### src/rtl/button_ctrl.sv
// Stopwatch control front end: per-button synchroniser, debouncer and edge
// detector feeding a priority-arbitrated mode FSM.

module btn_chan #(
  parameter int SYNC_STAGES     = 2,
  parameter int DEBOUNCE_CYCLES = 1000
) (
  input  logic clk,
  input  logic reset,
  input  logic raw,
  output logic level,
  output logic pulse
);
  localparam int CW = $clog2(DEBOUNCE_CYCLES + 1);

  logic [SYNC_STAGES-1:0] sh;
  logic [CW-1:0]          cnt;
  logic                   diff;
  logic                   done;

  assign diff = sh[SYNC_STAGES-1] ^ level;
  assign done = (cnt == CW'(DEBOUNCE_CYCLES - 1));

  always_ff @(posedge clk) begin
    if (reset) begin
      sh    <= '0;
      cnt   <= '0;
      level <= 1'b0;
      pulse <= 1'b0;
    end else begin
      sh    <= {sh[SYNC_STAGES-2:0], raw};
      pulse <= 1'b0;
      if (!diff) begin
        cnt <= '0;
      end else if (done) begin
        // level accepts the new value; only a 0->1 change produces a pulse
        cnt   <= '0;
        level <= ~level;
        pulse <= ~level;
      end else begin
        cnt <= cnt + 1'b1;
      end
    end
  end
endmodule

module button_ctrl #(
  parameter int SYNC_STAGES     = 2,
  parameter int DEBOUNCE_CYCLES = 1000,
  parameter int LEGAL_ONLY      = 1
) (
  input  logic       clk,
  input  logic       reset,
  input  logic       enable,
  input  logic [3:0] buttons,
  output logic [2:0] state,
  output logic       state_chg,
  output logic [3:0] btn_level,
  output logic [3:0] btn_pulse,
  output logic       illegal_evt
);
  typedef enum logic [2:0] {
    ST_RESET = 3'b001,
    ST_COUNT = 3'b010,
    ST_PAUSE = 3'b011,
    ST_STOP  = 3'b100
  } state_t;

  state_t st;
  state_t req;
  logic   req_vld;
  logic   legal;

  for (genvar i = 0; i < 4; i++) begin : g_chan
    btn_chan #(
      .SYNC_STAGES    (SYNC_STAGES),
      .DEBOUNCE_CYCLES(DEBOUNCE_CYCLES)
    ) u_chan (
      .clk  (clk),
      .reset(reset),
      .raw  (buttons[i]),
      .level(btn_level[i]),
      .pulse(btn_pulse[i])
    );
  end

  // Lowest-index pulse wins; the others are dropped.
  always_comb begin
    req_vld = |btn_pulse;
    req     = ST_RESET;
    if (btn_pulse[0])      req = ST_RESET;
    else if (btn_pulse[1]) req = ST_COUNT;
    else if (btn_pulse[2]) req = ST_PAUSE;
    else if (btn_pulse[3]) req = ST_STOP;
  end

  always_comb begin
    legal = 1'b0;
    case (st)
      ST_RESET: legal = (req == ST_COUNT);
      ST_COUNT: legal = (req == ST_PAUSE) || (req == ST_STOP) || (req == ST_RESET);
      ST_PAUSE: legal = (req == ST_COUNT) || (req == ST_STOP) || (req == ST_RESET);
      ST_STOP:  legal = (req == ST_RESET);
      default:  legal = 1'b0;
    endcase
  end

  always_ff @(posedge clk) begin
    if (reset) begin
      st          <= ST_RESET;
      state_chg   <= 1'b0;
      illegal_evt <= 1'b0;
    end else begin
      state_chg   <= 1'b0;
      illegal_evt <= 1'b0;
      if (!enable) begin
        if (st != ST_RESET) begin
          st        <= ST_RESET;
          state_chg <= 1'b1;
        end
      end else if (req_vld && (req != st)) begin
        if ((LEGAL_ONLY == 0) || legal) begin
          st        <= req;
          state_chg <= 1'b1;
        end else begin
          illegal_evt <= 1'b1;
        end
      end
    end
  end

  assign state = st;
endmodule

### config.mk
export PLATFORM = sky130hd
export DESIGN_NAME = button_ctrl
export DESIGN_NICKNAME = d
export VERILOG_FILES = /design/src/rtl/button_ctrl.sv
export SDC_FILE = /design/constraint.sdc
export NUM_CORES = 1
export LEC_CHECK = 0
export ABC_AREA = 1
export CAP_MARGIN = 20
export CORE_MARGIN = 5
export CORE_UTILIZATION = 50
export DETAILED_ROUTE_END_ITERATION = 8
export GPL_TIMING_DRIVEN = 0
export PLACE_DENSITY_LB_ADDON = 0.08
export SLEW_MARGIN = 20
export SYNTH_ARGS = -nofsm -noshare
export SYNTH_HDL_FRONTEND = slang
export SYNTH_SLANG_ARGS = --single-unit
### constraint.sdc
create_clock -name clk -period 2.25 [get_ports clk]
set_input_delay 0.45 -clock clk [delete_from_list [all_inputs] [get_ports clk]]
set_output_delay 0.45 -clock clk [all_outputs]
set_load 0.1 [all_outputs]
==> impl_results.md <==
- Outcome: complete, no violations
- Hold Fails Final Rpt: 0
- Yosys reg bits: 61
- Reg2Reg Depth: 9
- Net count after synthesis: 353
- I/O pins: 20
- Setup bufs post-CTS: 0
- Adder-Cell Fraction of Synth Area: 1.88%
- Max Cap Viol: 0
- Netlist cell types: 35
- Setup CP Type: flip-flop to primary output
- WL/cell: 10.5 um
- CP Data Required Time: 1.80 ns
- Die Ht: 82.9 um
- Peak supply drop: 0.328 mV
- Yosys top cell by area: dfxtp_1
- Design Area, Final: 0.00308 mm^2
- Clock skew: 0.00602 ns
- PwrDens: 630 mW/mm^2
- Slew headroom: 35.2%
- Worst Path Arrival: 1.72 ns
- Most frequent cells after synthesis: dfxtp_1 (61), inv_1 (51), nor2_1 (49)
- Post-Synth XOR/XNOR Area: 3.30%
- Synthesized area per cell: 7.77 um^2
- Number of enable flip-flop cells after synthesis: 0
- Initial Utilization: 51.7%
- Synth top area share: 46.0%
- F_max: 461 MHz
- Pleak: 1.24 nW
- Clock transition at the registers of the reported paths: 0.06 ns
- Mux cell area share after synthesis: 0%
- CP max FO: 5
- Initial drt markers: 94
- Core area: 0.00514 mm^2
- Setup TNS Final: 0 ns
- GR Overflow Total: 0
- Antenna cells: 0
- CTS tree: built
- Initial antenna violation count: 0
- Share of post-route cells with drive strength above 1: 10.6%
- Clock Tree Buf Depth: 2
- Post-synthesis sequential area ratio: 46.0%
- Placed inst area: 0.00293 mm^2
- Synth Cell Area: 0.00266 mm^2
- Hold Path Depth: 2
- Area fraction in compound gates after synthesis: 8.05%
- Clk sinks: 61
- Gr usage total: 14.8%
- Cells after Synth: 342
- RR Startpoint: g_chan[0].u_chan.cnt[0]
- Post-route ant nets: 0
- Remaining DRCs: 0
- Num rows: 26
- Min-Delay Endpoint: g_chan[1].u_chan.sh[1]
- Most frequent cell after synthesis: dfxtp_1
- Warnings from Yosys: 0
- Pins Over Slew Limit: 0
- Clk_lat worst skew: 0.33 ns
- # hold bufs at CTS: 0
- Total CTS buffers: 9
- Synth async-reset ratio: 0%
- Final Setup Violations: 0
- Die width: 82.9 um
- First-pass GRT wire length: 8530 um
- Clock Tree Root: clkbuf_8
- # H-tree levels: 3
- Vias in the first global route: 2065
- Hold crit path type: flip-flop to flip-flop
- Largest family of logic cells by synthesized area: simple AND/OR/NAND/NOR gates
- IO Port Bufs: 19
- Largest net degree at the start of global routing: 11
- Reg-to-reg setup timing slack: 0.65 ns
- Post-DP HPWL: 3420 um
- Area contributors post-synth: dfxtp_1 (46%), inv_1 (7.2%), nor2_1 (6.9%)
- DR vias/cell: 4.85
- Tmin final: 2.17 ns
- Final worst path period share: 96.5%
- Worst r2r dst: g_chan[0].u_chan.cnt[6]
- Core Util, Final: 60.0%
- Crit. End Element: primary output
- RSZ-0062 raised after global routing: false
- Synth-to-layout area growth: 16.0%
- Slew @ Worst Pin: 0.971 ns
- Ys flop type: dfxtp_1
- DIE AREA: 0.00687 mm^2
- Crit start category: flip-flop
- Final #Nets: 383
- Routed WL: 4690 um
- Post-synthesis simple-gate area fraction: 30.8%
- Detailed-route via count: 2162
- Drt first pass iters: 4
- GPL Wtd Cong: 0.881
- Hold Startpoint: g_chan[1].u_chan.sh[0]
## cell type report
cell class / instances / area (um^2)
buffer: 10 / 67.6
clock buffer: 13 / 149
clock inverter: 2 / 10.0
fill: 520 / 2060
inverter: 53 / 199
multi-input combinational: 218 / 1170
sequential: 61 / 1220
tap: 70 / 87.6
timing repair buffer: 19 / 179
## worst max-delay path, stage by stage, from the launching register on
cell and delay, ns:
dfxtp_1 0.44, buf_4 0.15, clkdlybuf4s15_1 0.81
## cells by family (layout without fill, tap and decap cells)
family,after synthesis,after routing
simple gates,169,169
buf+inv,63,97
flops,61,61
xor+xnor,10,10
compound gates,35,35
fa+ha+maj,4,4
## through the flow
stage               std cells  worst slack (ns)  hold WS [ns]  total power, W
CTS                       446            0.0113         0.403         0.00198
global placement          431             0.120         0.390         0.00116
global route              446            0.0128         0.415         0.00203
finish                    446            0.0792         0.401         0.00194
detailed placement        431             0.115         0.394         0.00116
floorplan                 342             0.259         0.388         0.00114
## metal layers
layer  global-route usage, %  vias up  part of all wire, %
met1                    18.9      956                   50
met3                    3.56       10                  4.0
met5                       0        -                    0
met2                    22.6       37                   44
met4                    8.92        0                  2.8
li1                        -     1159                    -
## timing repair
item                       CTS  global route
setup endpoints to repair   12             2
resized for setup           12             2
pin swaps                    0             0
## worst max path at each step
| stage | start | to | depth (start not counted) | slack (ns) |
|---|---|---|---|---|
| 2_1_floorplan | state[0] | state[0] | 9 | 0.26 |
| 3_3_place_gp | g_chan[0].u_chan.pulse | btn_pulse[0] | 2 | 0.12 |
| 3_5_place_dp | g_chan[0].u_chan.pulse | btn_pulse[0] | 2 | 0.12 |
| 4_1_cts | illegal_evt | illegal_evt | 1 | 0.01 |
| 5_1_grt | g_chan[0].u_chan.pulse | btn_pulse[0] | 2 | 0.01 |
| 6_report | g_chan[0].u_chan.pulse | btn_pulse[0] | 2 | 0.08 |
## registers in the layout (all words and copies together) (netlist names)
register	flops
g_chan.u_chan.cnt	40
g_chan.u_chan.sh	8
g_chan.u_chan.level	4
g_chan.u_chan.pulse	4
state	3
illegal_evt	1
state_chg	1
## placed cells by master, fill, tap and decap left out, types with 2 or more instances in the layout
cell             Yosys  final
a21oi_1             22     22
ha_1                 4      4
clkbuf_1             1      4
nor3_2               2      2
nor4_1               6      6
xor2_1               7      7
dfxtp_1             61     61
dlygate4sd2_1        0     11
o21bai_1             2      2
inv_1               51     51
a211oi_1             2      2
nor3b_1              4      4
clkinv_2             0      2
buf_4                8      8
nand3b_1             3      3
nand2_1             47     47
clkdlybuf4s50_1      0      6
clkbuf_8             0     10
or2_0                2      2
nor3_1              11     11
inv_2                2      2
nand4_1              6      6
o211ai_2             2      2
nor2_2               4      4
nand2_2              2      2
nand3_1             25     25
o21ai_0              2      2
nand3_2              5      5
xnor2_1              3      3
nor2_1              49     49
## power by group
part	switching (W)	total, W	internal (W)	leakage, nW
clock	0.000387	0.000808	0.000421	0.0833
combinational	0.0000220	0.0000388	0.0000169	0.667
sequential	0.00000507	0.00109	0.00109	0.493
total	0.000414	0.00194	0.00153	1.24
Note: power is estimated with default switching activity, not from simulation.
